[src/rtl/dside_req_arbiter.sv]
// dside_req_arbiter: shares the bridge data-side port between dcache and uncached path.
// Define DSIDE_ARB_RR_EN for round-robin arbitration instead of uncached-first priority.
module dside_req_arbiter #(
   parameter int unsigned STARVE_LIMIT = 8
) (
   input  logic         clk,
   input  logic         resetn,
   input  logic         dc_rd_req,
   input  logic [31:0]  dc_rd_addr,
   output logic         dc_rd_rdy,
   output logic         dc_ret_valid,
   output logic [127:0] dc_ret_data,
   input  logic         dc_wr_req,
   input  logic [31:0]  dc_wr_addr,
   input  logic [127:0] dc_wr_data,
   output logic         dc_wr_rdy,
   input  logic         uc_rd_req,
   input  logic [31:0]  uc_rd_addr,
   output logic         uc_rd_rdy,
   output logic         uc_ret_valid,
   output logic [31:0]  uc_ret_data,
   input  logic         uc_wr_req,
   input  logic [31:0]  uc_wr_addr,
   input  logic [3:0]   uc_wr_wstrb,
   input  logic [31:0]  uc_wr_data,
   output logic         uc_wr_rdy,
   output logic         br_rd_req,
   output logic [2:0]   br_rd_type,
   output logic [31:0]  br_rd_addr,
   input  logic         br_rd_rdy,
   input  logic         br_ret_valid,
   input  logic [127:0] br_ret_data,
   output logic         br_wr_req,
   output logic [2:0]   br_wr_type,
   output logic [31:0]  br_wr_addr,
   output logic [3:0]   br_wr_wstrb,
   output logic [127:0] br_wr_data,
   input  logic         br_wr_rdy
);
   localparam logic [2:0] TY_DC = 3'b100;
   localparam logic [2:0] TY_UC = 3'b010;

   typedef enum logic [1:0] {
      RD_IDLE    = 2'd0,
      RD_WAIT_DC = 2'd1,
      RD_WAIT_UC = 2'd2
   } rd_state_t;

   rd_state_t r_state;
   rd_state_t w_state_nxt;

   logic w_rd_any, w_wr_any;
   logic w_rd_dc, w_wr_dc;
   logic w_rd_acc, w_wr_acc;
   logic w_rd_pref, w_wr_pref;
   logic w_rd_lkv, w_wr_lkv;
   logic r_rd_lk, r_rd_lk_dc;
   logic r_wr_lk, r_wr_lk_dc;

   assign w_rd_any = dc_rd_req | uc_rd_req;
   assign w_wr_any = dc_wr_req | uc_wr_req;

   // a lock only binds while its requester is still asking
   assign w_rd_lkv = r_rd_lk & (r_rd_lk_dc ? dc_rd_req : uc_rd_req);
   assign w_wr_lkv = r_wr_lk & (r_wr_lk_dc ? dc_wr_req : uc_wr_req);

   assign w_rd_dc = w_rd_lkv ? r_rd_lk_dc :
                    (dc_rd_req & uc_rd_req) ? w_rd_pref : dc_rd_req;
   assign w_wr_dc = w_wr_lkv ? r_wr_lk_dc :
                    (dc_wr_req & uc_wr_req) ? w_wr_pref : dc_wr_req;

   assign br_wr_req = resetn & w_wr_any;
   assign br_rd_req = resetn & w_rd_any & ~w_wr_any & (r_state == RD_IDLE);

   assign w_rd_acc = br_rd_req & br_rd_rdy;
   assign w_wr_acc = br_wr_req & br_wr_rdy;

   assign br_rd_type  = w_rd_dc ? TY_DC : TY_UC;
   assign br_rd_addr  = w_rd_dc ? dc_rd_addr : uc_rd_addr;
   assign br_wr_type  = w_wr_dc ? TY_DC : TY_UC;
   assign br_wr_addr  = w_wr_dc ? dc_wr_addr : uc_wr_addr;
   assign br_wr_wstrb = w_wr_dc ? 4'b1111 : uc_wr_wstrb;
   assign br_wr_data  = w_wr_dc ? dc_wr_data : {96'd0, uc_wr_data};

   assign dc_rd_rdy = w_rd_acc & w_rd_dc;
   assign uc_rd_rdy = w_rd_acc & ~w_rd_dc;
   assign dc_wr_rdy = w_wr_acc & w_wr_dc;
   assign uc_wr_rdy = w_wr_acc & ~w_wr_dc;

   assign dc_ret_valid = resetn & br_ret_valid & (r_state == RD_WAIT_DC);
   assign uc_ret_valid = resetn & br_ret_valid & (r_state == RD_WAIT_UC);
   assign dc_ret_data  = br_ret_data;
   assign uc_ret_data  = br_ret_data[31:0];

   always_ff @(posedge clk) begin
      if (!resetn) r_state <= RD_IDLE;
      else         r_state <= w_state_nxt;
   end

   always_comb begin
      w_state_nxt = r_state;
      unique case (r_state)
         RD_IDLE: begin
            if (w_rd_acc) w_state_nxt = w_rd_dc ? RD_WAIT_DC : RD_WAIT_UC;
         end
         RD_WAIT_DC, RD_WAIT_UC: begin
            if (br_ret_valid) w_state_nxt = RD_IDLE;
         end
         default: w_state_nxt = RD_IDLE;
      endcase
   end

   always_ff @(posedge clk) begin
      if (!resetn) begin
         r_rd_lk    <= 1'b0;
         r_rd_lk_dc <= 1'b0;
         r_wr_lk    <= 1'b0;
         r_wr_lk_dc <= 1'b0;
      end else begin
         if (br_rd_req && !br_rd_rdy) begin
            r_rd_lk    <= 1'b1;
            r_rd_lk_dc <= w_rd_dc;
         end else if (w_rd_acc) begin
            r_rd_lk    <= 1'b0;
         end
         if (br_wr_req && !br_wr_rdy) begin
            r_wr_lk    <= 1'b1;
            r_wr_lk_dc <= w_wr_dc;
         end else if (w_wr_acc) begin
            r_wr_lk    <= 1'b0;
         end
      end
   end

`ifdef DSIDE_ARB_RR_EN
   logic r_rd_ptr, r_wr_ptr;

   assign w_rd_pref = r_rd_ptr;
   assign w_wr_pref = r_wr_ptr;

   // pointer names the requester favoured next: the one not just granted
   always_ff @(posedge clk) begin
      if (!resetn) begin
         r_rd_ptr <= 1'b0;
         r_wr_ptr <= 1'b0;
      end else begin
         if (w_rd_acc) r_rd_ptr <= ~w_rd_dc;
         if (w_wr_acc) r_wr_ptr <= ~w_wr_dc;
      end
   end
`else
   logic [3:0] r_rd_cnt, r_wr_cnt;

   assign w_rd_pref = (r_rd_cnt >= 4'(STARVE_LIMIT));
   assign w_wr_pref = (r_wr_cnt >= 4'(STARVE_LIMIT));

   // counts uncached wins over a waiting dcache; saturates at 15
   always_ff @(posedge clk) begin
      if (!resetn) begin
         r_rd_cnt <= 4'd0;
         r_wr_cnt <= 4'd0;
      end else begin
         if (w_rd_acc) begin
            if (w_rd_dc)
               r_rd_cnt <= 4'd0;
            else if (dc_rd_req && r_rd_cnt != 4'hF)
               r_rd_cnt <= r_rd_cnt + 4'd1;
         end
         if (w_wr_acc) begin
            if (w_wr_dc)
               r_wr_cnt <= 4'd0;
            else if (dc_wr_req && r_wr_cnt != 4'hF)
               r_wr_cnt <= r_wr_cnt + 4'd1;
         end
      end
   end
`endif

endmodule

[config.mk]
export PLATFORM = sky130hd
export DESIGN_NAME = dside_req_arbiter
export DESIGN_NICKNAME = d
export VERILOG_FILES = /design/src/rtl/dside_req_arbiter.sv
export SDC_FILE = /design/constraint.sdc
export NUM_CORES = 1
export LEC_CHECK = 0
export ABC_CLOCK_PERIOD_IN_PS = 2400
export CAP_MARGIN = 20
export CORE_AREA = 2 2 308 310
export CTS_CLUSTER_SIZE = 20
export DETAILED_ROUTE_END_ITERATION = 16
export DIE_AREA = 0 0 310 312
export PLACE_DENSITY = 0.3
export SKIP_CTS_REPAIR_TIMING = 1
export SLEW_MARGIN = 10
export SYNTH_ARGS = -nofsm -noshare
export SYNTH_HDL_FRONTEND = slang
export SYNTH_SLANG_ARGS = --single-unit
[constraint.sdc]
create_clock -name clk -period 2.4 [get_ports clk]
set_input_delay 0.24 -clock clk [delete_from_list [all_inputs] [get_ports clk]]
set_output_delay 0.24 -clock clk [all_outputs]
set_load 0.005 [all_outputs]
== After elaboration in Yosys (flattened, before gate mapping) ==
Cells that the tools add are included.
Storage, ports and cells
  register bits: 14
  logic and storage cells: 78
  bits of input ports: 429
  output and inout bits: 370
Operators by class
  add/subtract/negate cells: 2
  equal/unequal tests: 6
  order comparisons: 2
  reductions and logical operators: 15
  multiplexer cells: 24
  bitwise operators: 22
Operator list (count)
  128-bit two-way mux: 1
  32-bit two-way mux: 2
  4-bit two-way mux: 5
  1-bit AND: 17
  1-bit two-way mux: 10
  4-bit by 1-bit adder with 4-bit output (second input constant): 2
  4-bit greater-or-equal comparator (second input constant): 2
  4-bit inequality test (second input constant): 2
  2-bit nonzero test: 4
  2-bit two-way mux: 3
  3-bit two-way mux: 2
  2-bit AND reduction: 3
  1-bit logical AND: 4
  2-bit inequality test (second input constant): 2
  2-bit case mux with 2 select lines: 1
  1-bit inverter: 3
  2-bit by 1-bit == test with 1-bit output (second input constant): 1
  2-bit == test (second input constant): 1
  1-bit logical NOT: 2
  2-bit logical NOT: 1
  1-bit OR: 2
  2-bit OR reduction: 1

== Longest topological paths before layout ==
Gate-level depths: netlist of run 1.
  depth in word-level cells: 7
  mapped depth: 7

== Worst setup path before layout of run 1 ==
OpenSTA, ideal clock, no wires.
  kind: flip-flop to output port
  from: reg r_rd_lk
  to: out br_rd_addr[10]
  data arrival time: 1465 ps
  data required time: 2160 ps
  setup slack: 695 ps
  stages on the path, launching flop included: 5
  cells stage by stage: dfxtp_1 mux2_2 o21ai_4 buf_6 mux2_2
On the way
  word-level cells in the longest chain between the ends: 3
Ends and longest elaborated chain
  start: declaration: RTL line 57  | logic r_rd_lk, r_rd_lk_dc;
  start signal: assignment: RTL line 115  | r_rd_lk <= 1'b0;
  start signal: assignment: RTL line 121  | r_rd_lk <= 1'b1;
  start signal: assignment: RTL line 124  | r_rd_lk <= 1'b0;
  1-bit AND: RTL line 64  | assign w_rd_lkv = r_rd_lk & (r_rd_lk_dc ? dc_rd_req : uc_rd_req);
  1-bit two-way mux: RTL line 67  | assign w_rd_dc = w_rd_lkv ? r_rd_lk_dc :
  32-bit two-way mux: RTL line 79  | assign br_rd_addr = w_rd_dc ? dc_rd_addr : uc_rd_addr;
  end: declaration: RTL line 29  | output logic [31:0] br_rd_addr,
No other way between the ends.

== Worst setup path after layout of run 1 ==
  from: reg r_wr_lk
  to: out br_wr_data[87]
On the way
  word-level cells in the longest chain between the ends: 3
Ends and longest elaborated chain
  start: declaration: RTL line 58  | logic r_wr_lk, r_wr_lk_dc;
  start signal: assignment: RTL line 117  | r_wr_lk <= 1'b0;
  start signal: assignment: RTL line 127  | r_wr_lk <= 1'b1;
  start signal: assignment: RTL line 130  | r_wr_lk <= 1'b0;
  1-bit AND: RTL line 65  | assign w_wr_lkv = r_wr_lk & (r_wr_lk_dc ? dc_wr_req : uc_wr_req);
  1-bit two-way mux: RTL line 69  | assign w_wr_dc = w_wr_lkv ? r_wr_lk_dc :
  128-bit two-way mux: RTL line 83  | assign br_wr_data = w_wr_dc ? dc_wr_data : {96'd0, uc_wr_data};
  end: declaration: RTL line 37  | output logic [127:0] br_wr_data,
No other way between the ends.

==> results of run 1 <==
==> final cells by class <==
type / instances / area, sq um
repair buffers: 557 / 6120
well taps: 1254 / 1570
diodes: 2 / 5.00
flip-flops and latches: 14 / 283
multi-input cells: 273 / 2270
inverters: 11 / 67.6
fillers: 10755 / 82600
clock buffers: 4 / 88.8
==> synthesized netlist by cell type (2+ instances only) <==
cell,instances,area share
dfxtp_1,14,0.071
a32o_1,2,0.0051
a21oi_1,2,0.0025
mux2i_1,2,0.0051
buf_2,7,0.0089
nand2_1,7,0.0067
and2_1,97,0.15
inv_1,10,0.0095
buf_4,166,0.32
ha_1,7,0.022
o221a_2,2,0.0057
buf_6,4,0.011
or3_1,3,0.0048
and3_1,5,0.0080
mux2_2,97,0.28
or2_2,4,0.0064
o21ai_0,6,0.0076
clkbuf_1,10,0.0095
o31ai_1,2,0.0038
a31oi_1,2,0.0032
nor2_1,9,0.0086
nor2b_1,4,0.0064
nand3_1,4,0.0051
==> cells by family (layout without fill, tap and decap cells) <==
logic type	count (synthesis)	after routing	synth area share
AOI/OAI and AO/OA	24	24	0.0487
and+or+nand+nor	140	140	0.215
DFF	14	14	0.0712
xor gates and xnor gates	1	1	0.00223
other	1	4	0.000953
buffers and inverters	198	572	0.357
adders and majority gates	7	7	0.0223
muxes	99	99	0.283
==> stage by stage <==
stage	total power, mW	hold WS, ns	std cells	util
global placement	1.66	0.480	2093	0.102
global route	2.12	0.480	2113	0.112
floorplan	0.795	0.385	485	-
CTS	2.02	0.480	2097	0.103
detailed placement	1.64	0.480	2093	0.102
finish	1.99	0.480	2115	0.112
==> worst register-to-register path, delay by kind of cell, from the launching register on <==
family | cells | cell delay (ns)
buffers and inverters | 3 | 0.39
flip-flops | 1 | 0.34
multiplexers | 1 | 0.24
AND/OR/NAND/NOR | 3 | 0.60
AO/OA/AOI/OAI | 1 | 0.14
==> path summary, 6_finish.rpt <==
check | to | depth (start not counted)
worst min-delay path | dc_ret_data[120] | 0
worst min register to register | r_wr_cnt[0] | 2
worst max-delay path | br_wr_data[87] | 8
worst max register to register | r_wr_cnt[0] | 8
==> power by group through the flow <==
stage	Combinational [mW]	Sequential (mW)	Clock, mW
after floorplan	0.548	0.247	0
after global placement	1.41	0.248	0
after detailed placement	1.39	0.248	0
after CTS	1.41	0.243	0.367
after global routing	1.50	0.245	0.379
final	1.39	0.244	0.356
==> flip-flops by register name, indices dropped and copies added (netlist names) <==
signal,count
r_rd_cnt,4
r_wr_cnt,4
r_state,2
r_rd_lk,1
r_rd_lk_dc,1
r_wr_lk,1
r_wr_lk_dc,1
==> layer usage <==
layer	part of all wire	up-vias	routed length (um)
met4	0.047	2	1500
met2	0.48	335	15300
met1	0.38	2148	12200
li1	-	2171	-
met3	0.093	105	2980
met5	0.00031	-	10
==> impl_metrics.csv, run 1 <==
group,metric,value,unit
grt,first_global_vias,4999,
detailed_routing,drt-pass1-iter-count,4,
finish,drive_gt1_frac,0.194,
clock_network,cts_htree_levels,1,
finish,areaGrowthSynthToFinish,165,%
finish,final_area,10400,sq um
critical_path,reg2reg_slack,0.61,ns
synth,netlist_area,3930,sq um
critical_path,worst-path-buf-inv,4,
detailed_routing,ant_nets,0,
place,hpwlAfterDp,26.8,mm
die,dieArea,96700,sq um
critical_path,cp.arrival,2.12,ns
grt,grt.met1_usage,0.0635,
die,die_w,310,um
critical_path,worstSetupEndpointType,"primary output",
finish,layout_common_cells,"323 x clkdlybuf4s50_1, 184 x dlymetal6s2s_1, 97 x and2_1, 94 x mux2_2, 31 x buf_4",
synth,post_synth_num_cell_types,41,
clock_network,path_clk_slew,0.05,ns
grt,grt_max_degree,58,
critical_path,r2r-start,"r_wr_lk",
synth,postSynth.asyncResetShare,0,
sta,min_period,2.36,ns
grt,grt_pass1_wl,38.1,mm
sta,setup_viol,0,
critical_path,path_class,"reg -> out",
clock_network,clockBufferDepth,2,
detailed_routing,routedWlPerCell,15.1,um
synth,synth-seq-area-share,0.0712,
sta,finalCritPeriodShare,0.984,
status,status,"complete, no violations",
synth,ys_seq_elements,14,
die,ios,799,
critical_path,setup.worst_path.start,"r_wr_lk",
die,initial_core_util,0.0423,
grt,grt_busiest_layer,"met2",
critical_path,crit_path_start_kind,"flop",
critical_path,required,2.16,ns
synth,synth_edf_count,0,
detailed_routing,drc,0,
synth,netlist_instances,484,
critical_path,crit_path_max_incr_delay,0.45,ns
grt,use_met3,0.0171,
die,rows,112,
place,dpl_worst_slack,-0.189,ns
pwr,power_density,192,nW/um^2
finish,final_common_cell,"clkdlybuf4s50_1",
pwr,clkPwrFrac,0.179,
finish,nNetsFinal,1296,
clock_network,cts_sinks,14,
pwr,seqPwrFrac,0.122,
sta,finClkSkew,0.000448,ns
sta,max_freq,0.423,GHz
critical_path,path_cells,"mux2i_2 -> nand2_2 -> nand2_4 -> clkinv_16 -> buf_12 -> buf_6 -> and2_1 -> clkdlybuf4s50_1",
sta,rsz0062_at_grt,"no",
pwr,switching_power,538,uW
hold_path,hold_path_class,"in -> out",
flow_run,max_cap_viol_count,0,
die,die_h,312,um
critical_path,worst_path_max_delay_cell,"clkdlybuf4s50_1",
grt,antenna_found_initial,4,
detailed_routing,via_per_inst,2.25,
place,place.gp.congestion,0.759,
clock_network,cts_buffers,3,
detailed_routing,routed_wl,32.0,mm
synth,syn_avg_cell_area,8.13,sq um
critical_path,path_delay_family,"buffers and inverters",
pwr,leakagePower,5.62,nW
clock_network,clk_latency,0.24,ns
sta,finalSetupTns,0,ns
sta,hold_viol,0,
detailed_routing,num_vias,4761,
clock_network,cts-root-buf,"clkbuf_16",
hold_path,min_from,"br_ret_data[120]",
detailed_routing,drt_iter0_markers,155,
grt,gr-total-overflow,0,
pwr,peakVddDrop,0.183,mV
sta,maxSlewViolCount,0,
grt,grt_usage,0.0560,
synth,yosys_warnings,0,
pwr,p_sw_frac,0.270,
place,portBuffers,508,
synth,synth_ff_type,"dfxtp_1",
place,placement.cell_area,9520,sq um
die,core,93000,sq um
sta,postLayoutSetupSlackWorst,0.0380,ns
pwr,comb_power_share,0.699,
clock_network,cts_tree,"built",
grt,use_met2,0.0962,
pwr,p_int,1.46,mW
critical_path,crit_fanout,14,
No activity file was read; power rests on OpenSTA's default activity.
==> run 2: changes to the inputs <==
Settings changed: PLACE_DENSITY 0.3 to default, SKIP_CTS_REPAIR_TIMING 1 to default.
==> run 2 against run 1 <==
Effect of this change:
- global-route usage increased by 3.9 points
- hold slack unchanged
- sequential share of layout area grew 0.078 points
- clock power down 2%
- non-clock buffer count is 10 higher
==> impl_metrics.csv, run 2 (synthesis gave the netlist of run 1 again) <==
group,metric,value,unit
status,status,"complete, no violations",
sta,setup_viol,0,
grt,grt_busiest_layer,"met2",
critical_path,cp.arrival,2.14,ns
grt,grt_max_degree,24,
critical_path,path_class,"reg -> out",
critical_path,crit_path_start_kind,"flop",
pwr,peakVddDrop,0.178,mV
grt,use_met2,0.139,
detailed_routing,num_vias,5040,
die,initial_core_util,0.0423,
grt,antenna_found_initial,48,
pwr,comb_power_share,0.707,
critical_path,reg2reg_depth,10,
sta,maxSlewViolCount,0,
detailed_routing,drt_iter0_markers,127,
die,dieArea,96700,sq um
sta,finClkSkew,0.000991,ns
clock_network,cts_buffers,3,
die,die_h,312,um
clock_network,cts_hold_buf,0,
critical_path,setup.worst_path.start,"r_rd_lk",
place,place.gp.congestion,0.798,
clock_network,cts_tree,"built",
detailed_routing,ant_nets,0,
finish,areaGrowthSynthToFinish,158,%
finish,nNetsFinal,1310,
die,rows,112,
clock_network,clockBufferDepth,2,
clock_network,cts_htree_levels,1,
critical_path,r2r-start,"r_rd_lk",
critical_path,endpoint,"br_rd_addr[2]",
flow_run,max_cap_viol_count,0,
detailed_routing,routed_wl,48.8,mm
sta,max_freq,0.419,GHz
clock_network,path_clk_slew,0.05,ns
finish,final_common_cell,"clkdlybuf4s50_1",
detailed_routing,drc,0,
finish,layout.area.seq,284,sq um
sta,finalSetupTns,0,ns
critical_path,reg2reg_slack,0.50,ns
grt,first_global_vias,5059,
critical_path,crit_fanout,6,
sta,finalCritPeriodShare,0.993,
critical_path,required,2.16,ns
pwr,clkPwrFrac,0.172,
detailed_routing,via_per_inst,2.36,
clock_network,cts-root-buf,"clkbuf_16",
finish,drive_gt1_frac,0.236,
detailed_routing,drt-pass1-iter-count,4,
pwr,power_density,200,nW/um^2
finish,fin_cells,2139,
grt,grt_pass1_wl,57.4,mm
grt,grt_usage,0.0946,
sta,hold_viol,0,
grt,use_met3,0.0640,
critical_path,worstSetupEndpointType,"primary output",
place,hpwlAfterDp,41.9,mm
place,portBuffers,508,
clock_network,clk_latency,0.24,ns
sta,rsz0062_at_grt,"yes",
place,dpl.cell_count,2100,
hold_path,hold_path_class,"in -> out",
finish,fillCellCount,10879,
sta,min_period,2.38,ns
pwr,p_sw_frac,0.289,
finish,layout_common_cells,"332 x clkdlybuf4s50_1, 97 x and2_1, 96 x mux2_2, 89 x dlygate4sd2_1, 56 x dlymetal6s2s_1",
detailed_routing,routedWlPerCell,22.8,um
finish,utilization,0.109,
pwr,p_int,1.44,mW
grt,gr-total-overflow,0,
die,core,93000,sq um
finish,multi_input_area,2280,sq um
critical_path,r2r-end,"r_rd_cnt[2]",
grt,grt.met1_usage,0.109,
clock_network,cts_sinks,14,
pwr,leakagePower,4.44,nW
die,ios,799,
pwr,seqPwrFrac,0.121,
pwr,switching_power,586,uW
die,die_w,310,um
finish,biggestRegsByFlops,"r_rd_cnt (4), r_wr_cnt (4), r_state (2)",
==> run 2: metrics by stage <==
stage | power, mW | cell area, sq um | setup slack, ns | hold slack, ns
after detailed placement | 1.67 | 9550 | -0.339 | 0.480
after CTS | 2.06 | 9860 | -0.106 | 0.480
after floorplan | 0.795 | 3940 | 0.695 | 0.385
final | 2.03 | 10200 | 0.0156 | 0.480
after global routing | 2.16 | 10100 | -0.0275 | 0.480
after global placement | 1.68 | 9550 | -0.329 | 0.477
==> run 2: per-layer routing <==
layer  routed length [um]  up-vias
met3                 8240      161
met5                  178        -
met4                 1900       30
met2                19800      453
met1                18600     2179
li1                     -     2217
==> run 2: final cells by class <==
class,instances,area share
flip-flops and latches,14,0.0279
multi-input cells,273,0.224
repair inverters,4,0.00702
inverters,11,0.00566
diodes,12,0.00295
repair buffers,567,0.569
well taps,1254,0.154
clock buffers,4,0.00874
==> run 2: timing repair <==
action                                  in CTS  in global routing
resized for setup                          128                 77
cloned                                       6                  2
pin swaps                                    2                  0
setup buffers                                9                  6
endpoints found under the setup margin     174                 69
==> run 2: how the worst min path moves through the flow <==
| stage | from | to | slack [ns] | cells after the start |
|---|---|---|---|---|
| 6_report | br_ret_data[108] | dc_ret_data[108] | 0.48 | 0 |
| 2_1_floorplan | dc_wr_req | r_wr_lk | 0.38 | 1 |
| 3_3_place_gp | r_rd_cnt[3] | r_rd_cnt[3] | 0.48 | 2 |
| 4_1_cts | br_ret_data[116] | dc_ret_data[116] | 0.48 | 0 |
| 5_1_grt | br_ret_data[51] | dc_ret_data[51] | 0.48 | 0 |
| 3_5_place_dp | br_ret_data[116] | dc_ret_data[116] | 0.48 | 0 |
==> run 2: power by group through the flow <==
stage               Combinational, mW  Sequential (mW)  Clock (mW)
global route                     1.54            0.245       0.369
floorplan                       0.548            0.247           0
finish                           1.44            0.245       0.350
detailed placement               1.42            0.248           0
CTS                              1.46            0.244       0.361
global placement                 1.43            0.248           0
==> run 2: worst max-delay path, cell delays in order (launching register included) <==
cell and delay (ns):
dfxtp_2 0.34, mux2_4 0.31, o21ai_4 0.14, buf_12 0.14, buf_16 0.14, buf_4 0.12, buf_4 0.09, mux2_2 0.34
clkdlybuf4s15_1 0.26
